## config.mk

```make
export PLATFORM = sky130hd
export DESIGN_NAME = bpsk_framer_flat
export DESIGN_NICKNAME = d
export VERILOG_FILES = /design/src/rtl/bpsk_framer_if.sv /design/src/rtl/bpsk_framer.sv /design/src/flat_wrapper.sv
export SDC_FILE = /design/constraint.sdc
export NUM_CORES = 1
export LEC_CHECK = 0
export ABC_AREA = 0
export CORE_MARGIN = 1.5
export CORE_UTILIZATION = 51
export DETAILED_ROUTE_END_ITERATION = 7
export PLACE_DENSITY = 0.75
export SLEW_MARGIN = 20
export SYNTH_ARGS = -nofsm -noshare
export SYNTH_HDL_FRONTEND = slang
export SYNTH_SLANG_ARGS = --single-unit
```

## constraint.sdc

```tcl
create_clock -name clk_sig -period 2.99 [get_ports clk_sig]
set_input_delay 0.299 -clock clk_sig [delete_from_list [all_inputs] [get_ports clk_sig]]
set_output_delay 0.299 -clock clk_sig [all_outputs]
set_load 0.03 [all_outputs]
```

## src/rtl/bpsk_framer_if.sv

```systemverilog
// Payload byte stream feeding the BPSK framer (valid/ready handshake).
interface bpsk_framer_if;
  logic [7:0] in_data;
  logic       in_valid;
  logic       in_ready;

  modport master (output in_data, output in_valid, input in_ready);
  modport slave  (input in_data, input in_valid, output in_ready);
endinterface

```

## src/rtl/bpsk_framer.sv

```systemverilog
// Frame builder and serialiser for the BPSK mapper: preamble, sync word,
// length byte and payload sent MSB-first, each bit held SYMBOL_DIV clocks.
module bpsk_framer #(
  parameter int unsigned SYMBOL_DIV   = 4,
  parameter int unsigned PREAMBLE_LEN = 8,
  parameter logic [15:0] SYNC_WORD    = 16'hD391
) (
  input  logic         clk_sig,
  input  logic         rst,
  input  logic         tx_start,
  input  logic [7:0]   tx_len,
  bpsk_framer_if.slave in_if,
  output logic         base_sig,
  output logic         sym_stb,
  output logic         busy,
  output logic         done,
  output logic         underrun
);
  typedef enum logic [2:0] {S_IDLE, S_PRE, S_SYNC, S_LEN, S_DATA} state_t;

  localparam logic [7:0] DIV_LAST = 8'(SYMBOL_DIV - 1);
  localparam logic [5:0] PRE_LAST = 6'(PREAMBLE_LEN - 1);

  state_t      state_q;
  logic [7:0]  cnt_q;
  logic [5:0]  idx_q;
  logic [15:0] sr_q;
  logic [7:0]  len_q;
  logic [7:0]  buf_q;
  logic        buf_full_q;
  logic [8:0]  fetched_q;
  logic [8:0]  sent_q;
  logic        base_q;
  logic        stb_q;
  logic        busy_q;
  logic        done_q;
  logic        underrun_q;

  logic xfer;
  logic bit_end;
  logic field_last;
  logic frame_end;

  assign in_if.in_ready = ~buf_full_q & busy_q & (fetched_q < {1'b0, len_q});
  assign xfer           = in_if.in_valid & in_if.in_ready;
  assign bit_end        = (state_q != S_IDLE) && (cnt_q == DIV_LAST);

  always_comb begin
    field_last = 1'b0;
    frame_end  = 1'b0;
    case (state_q)
      S_PRE:  field_last = (idx_q == PRE_LAST);
      S_SYNC: field_last = (idx_q == 6'd15);
      S_LEN: begin
        field_last = (idx_q == 6'd7);
        frame_end  = (idx_q == 6'd7) && (len_q == 8'd0);
      end
      S_DATA: begin
        field_last = (idx_q == 6'd7);
        frame_end  = (idx_q == 6'd7) && (sent_q == {1'b0, len_q});
      end
      default: ;
    endcase
  end

  always_ff @(posedge clk_sig) begin
    if (rst) begin
      state_q    <= S_IDLE;
      cnt_q      <= '0;
      idx_q      <= '0;
      sr_q       <= '0;
      len_q      <= '0;
      buf_q      <= '0;
      buf_full_q <= 1'b0;
      fetched_q  <= '0;
      sent_q     <= '0;
      base_q     <= 1'b0;
      stb_q      <= 1'b0;
      busy_q     <= 1'b0;
      done_q     <= 1'b0;
      underrun_q <= 1'b0;
    end else begin
      done_q <= 1'b0;
      if (xfer) begin
        buf_q      <= in_if.in_data;
        buf_full_q <= 1'b1;
        fetched_q  <= fetched_q + 9'd1;
      end
      case (state_q)
        S_IDLE: begin
          base_q <= 1'b0;
          stb_q  <= 1'b0;
          busy_q <= 1'b0;
          if (tx_start) begin
            state_q    <= S_PRE;
            len_q      <= tx_len;
            cnt_q      <= '0;
            idx_q      <= '0;
            fetched_q  <= '0;
            sent_q     <= '0;
            buf_full_q <= 1'b0;
            underrun_q <= 1'b0;
            base_q     <= 1'b1;
            stb_q      <= 1'b1;
            busy_q     <= 1'b1;
          end
        end
        default: begin
          if (!bit_end) begin
            cnt_q <= cnt_q + 8'd1;
            stb_q <= 1'b0;
          end else begin
            cnt_q <= '0;
            stb_q <= 1'b1;
            idx_q <= field_last ? '0 : idx_q + 6'd1;
            if (!field_last) begin
              if (state_q == S_PRE) begin
                base_q <= ~base_q;
              end else begin
                base_q <= sr_q[14];
                sr_q   <= sr_q << 1;
              end
            end else if (state_q == S_PRE) begin
              state_q <= S_SYNC;
              sr_q    <= SYNC_WORD;
              base_q  <= SYNC_WORD[15];
            end else if (state_q == S_SYNC) begin
              state_q <= S_LEN;
              sr_q    <= {len_q, 8'h00};
              base_q  <= len_q[7];
            end else if (frame_end) begin
              state_q    <= S_IDLE;
              stb_q      <= 1'b0;
              busy_q     <= 1'b0;
              done_q     <= 1'b1;
              base_q     <= 1'b0;
              buf_full_q <= 1'b0;
            end else begin
              // Byte boundary: buffer drains into the shifter; a byte landing now is kept for the next slot.
              state_q    <= S_DATA;
              sent_q     <= sent_q + 9'd1;
              buf_full_q <= xfer;
              if (buf_full_q) begin
                sr_q   <= {buf_q, 8'h00};
                base_q <= buf_q[7];
              end else begin
                sr_q       <= '0;
                base_q     <= 1'b0;
                underrun_q <= 1'b1;
              end
            end
          end
        end
      endcase
    end
  end

  assign base_sig = base_q;
  assign sym_stb  = stb_q;
  assign busy     = busy_q;
  assign done     = done_q;
  assign underrun = underrun_q;
endmodule

```

## src/flat_wrapper.sv

```systemverilog
// flat-port wrapper written by rule: the top's interface ports become plain ports
module bpsk_framer_flat 
#(
  parameter int unsigned SYMBOL_DIV   = 4,
  parameter int unsigned PREAMBLE_LEN = 8,
  parameter logic [15:0] SYNC_WORD    = 16'hD391
)
  (clk_sig, rst, tx_start, tx_len, base_sig, sym_stb, busy, done, underrun, in_if_in_data, in_if_in_valid, in_if_in_ready);
  bpsk_framer_if in_if_i ();
  input  logic clk_sig;
  input  logic rst;
  input  logic tx_start;
  input  logic [7:0] tx_len;
  output logic base_sig;
  output logic sym_stb;
  output logic busy;
  output logic done;
  output logic underrun;
  input wire logic [$bits(in_if_i.in_data)-1:0] in_if_in_data;
  input wire logic [$bits(in_if_i.in_valid)-1:0] in_if_in_valid;
  output wire logic [$bits(in_if_i.in_ready)-1:0] in_if_in_ready;
  assign in_if_i.in_data = in_if_in_data;
  assign in_if_i.in_valid = in_if_in_valid;
  assign in_if_in_ready = in_if_i.in_ready;
  bpsk_framer #(.SYMBOL_DIV(SYMBOL_DIV), .PREAMBLE_LEN(PREAMBLE_LEN), .SYNC_WORD(SYNC_WORD)) u_core (.clk_sig(clk_sig), .rst(rst), .tx_start(tx_start), .tx_len(tx_len), .in_if(in_if_i), .base_sig(base_sig), .sym_stb(sym_stb), .busy(busy), .done(done), .underrun(underrun));
endmodule
```

==> impl_metrics.yaml <==
place:
  pre_cts_ws_ns: 0.4205
  port_buffers: 25
  hpwlAfterDp_um: 6525
  dp_cells: 564
  gp_congestion: 0.9563
cts:
  cts_resized: 0
  hold_buffers: 0
  clockBufferDepth: 2
  cts_post_setup_buffers_inserted: 0
  clkLatencyLatePin_ns: 0.35
  h-tree-depth: 3
  cts_buffers: 9
  cts_root_buffer: "clkbuf_8"
  clkTransAtPathRegs_ns: 0.07
  numClockSinks: 72
  cts_tree: "yes"
layout:
  fillCellCount: 636
  areaGrowthSynthToFinish_pct: 13.50
  final_cells: 579
  final_core_util_pct: 59.37
  layout-drive-gt1-share_pct: 8.958
  nets: 507
  diodes: 0
logic_synthesis:
  synth-compound-area-share_pct: 20.60
  ys_types: 59
  synth_top_family_by_area: "simple AND/OR/NAND/NOR gates"
  synthAdderAreaFrac_pct: 3.667
  ys_warn_count: 0
  syn_avg_cell_area_um2: 8.286
  syn_inst: 453
  synthFlopType: "dfxtp_1"
  synth_edf_count: 0
  synth.yosys.seq_area_share_pct: 38.40
  synthXorXnorAreaFrac_pct: 4.200
  synthMuxAreaShare_pct: 2.400
  yosys.area_share.simple_pct: 26.43
  ys_seq_elements: 72
  async_flop_share_pct: 0
  syn_area_mm2: 0.003754
  syn_nets: 484
power:
  clkPwrFrac_pct: 29.3
  switchingPower_w: 0.0008658
  worst_ir_drop_vdd_mv: 0.3644
  p_seq_share_pct: 44.6
  cellPowerDensity_mw_per_mm2: 596.4
  netSwitchingFraction_pct: 34.07
  internal_power_w: 0.001675
  p_comb_share_pct: 26.1
  p_leak_nw: 1.567
sta:
  finClkSkew_ns: 0.01036
  hold_viol: 0
  layout_setup_ws_ns: 0.2697
  tightest_slew_ns: 0.7655
  finalCriticalPeriod_ns: 2.720
  tns_ns: 0
  max_freq_mhz: 367.6
  fin_crit_sh_pct: 90.98
  slew_headroom_pct: 48.90
  setup_viol: 0
  rsz0062_at_grt: "false"
  slew_violations: 0
routing:
  wl_per_cell_um: 15.76
  drt_iter0_markers: 262
  via_count: 3387
  via_per_inst: 5.850
  ant_nets: 0
  wl_um: 9127
  drcViolationCount: 0
  dr.pass1.iters: 4
grt:
  grt_overflow: 0
  grt_pass1_wl_um: 14940
  grt_pass1_vias: 3155
  grt_max_degree: 30
  antenna_found_initial: 0
  grt_usage_pct: 24.80
critical_path:
  path_class: "flip-flop to output port"
  endpoint_kind: "output port"
  critPathRequiredTime_ns: 2.69
  critPathSlowestCell: "clkdlybuf4s50_1"
  startpoint_type: "flip-flop"
  slowest_delay_ns: 0.70
  r2r_end: "u_core.sr_q[9]"
  critPathCapture: "in_if_in_ready"
  path_max_fanout: 6
  r2r_start: "u_core.state_q[0]"
  startpoint: "u_core.len_q[7]"
  crit_chain: "inv_1, ha_1, nor4b_1, o2111ai_1, a21oi_2, clkdlybuf4s50_1"
  cp.arrival_ns: 2.42
  reg2reg_depth: 6
  r2r_slack_ns: 0.33
floorplan:
  row_count: 31
  initial_core_util_pct: 52.31
  io_pins: 26
  coreArea_mm2: 0.007176
  die_h_um: 88.79
  die_area_mm2: 0.007884
  die_w_um: 88.79
job:
  maxCapViolCount: 0
worst_hold_path:
  holdPathStages: 2
  holdCritPathClass: "primary input to flip-flop"
outcome:
  status: "completed"
cells in the mapped netlist (6+ instances only):
cell type / n / share of area [%]
a21oi_1: 56 / 7.5
inv_1: 13 / 1.3
nand2_1: 42 / 4.2
xor2_1: 17 / 4.0
and3_1: 6 / 1.0
dfxtp_1: 72 / 38
or4_1: 8 / 1.6
nor3_1: 11 / 1.5
clkbuf_1: 13 / 1.3
o31ai_1: 8 / 1.6
o21ai_0: 14 / 1.9
o32ai_1: 8 / 1.9
nor2_1: 48 / 4.8
nand2b_1: 8 / 1.3
nand3_1: 18 / 2.4
ha_1: 11 / 3.7
mux2i_1: 9 / 2.4
o211ai_1: 8 / 1.6
sequential cells by signal, summed over array words and instances (netlist names):
name,flops
u_core.base_sig,1
u_core.buf_full_q,1
u_core.buf_q,8
u_core.busy,1
u_core.cnt_q,8
u_core.done,1
u_core.fetched_q,9
u_core.idx_q,6
u_core.len_q,8
u_core.sent_q,9
u_core.sr_q,15
u_core.state_q,3
u_core.sym_stb,1
u_core.underrun,1
placed cells by master, fill, tap and decap left out, drive strengths merged, types with 3 or more instances in the layout:
master          n
dfxtp          72
a21oi          58
nor2           49
nand2          44
clkdlybuf4s50  24
nand3          18
xor2           17
o21ai          15
inv            14
nor3           11
ha             11
clkbuf         11
mux2i           9
o31ai           9
buf             9
nand2b          8
o211ai          8
or4             8
o32ai           8
and3            7
nor4b           7
or3             5
nand4           5
nand3b          5
a31oi           5
nor2b           4
a22oi           4
nor4            4
a211oi          3
clkinv          3
nor3b           3
layout make-up:
class | count | area, µm² | share of cell area (%)
clock buffer | 11 | 141.4 | 3.319
clock inverter | 4 | 45.04 | 1.057
inverter | 14 | 52.55 | 1.233
multi-input combinational | 346 | 2151 | 50.48
sequential | 72 | 1441 | 33.83
tap | 99 | 123.9 | 2.907
timing repair buffer | 33 | 305.3 | 7.166
per-stage QoR:
stage	power, W	hold slack [ns]	cell area, µm²
after global routing	0.002681	0.3719	4260
after global placement	0.001788	0.4657	4074
after CTS	0.002546	0.3519	4260
final	0.002541	0.3616	4260
after detailed placement	0.001803	0.4683	4074
after floorplan	0.001612	0.4350	3754
power groups by stage:
stage	Clock, W	Sequential [W]	Combinational, W
2_1_floorplan	0	0.00112	0.000494
3_3_place_gp	0	0.00115	0.000642
3_5_place_dp	0	0.00115	0.000652
4_1_cts	0.000757	0.00113	0.000660
5_1_grt	0.000801	0.00114	0.000736
6_report	0.000744	0.00113	0.000664
layer usage:
metal | track usage (%) | share of wire [%] | vias to the layer above
met3 | 4.104 | 3.8 | 29
met4 | 12.78 | 3.7 | 0
li1 | - | - | 1693
met5 | 0 | 0 | -
met2 | 39.74 | 46 | 89
met1 | 32.14 | 46 | 1576
kinds of logic (layout without fill, tap and decap cells):
| kind of cell | Yosys count | after routing |
|---|---|---|
| adders and majority gates | 11 | 11 |
| buffers and inverters | 35 | 62 |
| DFF | 72 | 72 |
| xor gates and xnor gates | 18 | 18 |
| muxes | 9 | 9 |
| AOI/OAI and AO/OA | 121 | 121 |
| and+or+nand+nor | 187 | 187 |
worst max-delay path, delay by kind of cell (launching register included):
kind,cells,cell delay [ns]
AOI/OAI and AO/OA,2,0.36
adders and majority gates,1,0.19
buffers and inverters,2,0.78
DFF,1,0.46
and+or+nand+nor,1,0.29
worst min-delay path by stage:
stage	from	to	slack, ns
3_3_place_gp	u_core.fetched_q[8]	u_core.fetched_q[8]	0.47
5_1_grt	rst	u_core.cnt_q[6]	0.37
2_1_floorplan	tx_len[4]	u_core.len_q[4]	0.43
4_1_cts	rst	u_core.cnt_q[6]	0.35
6_report	rst	u_core.cnt_q[6]	0.36
3_5_place_dp	u_core.fetched_q[8]	u_core.fetched_q[8]	0.47
(Power assumes the default switching activity.)
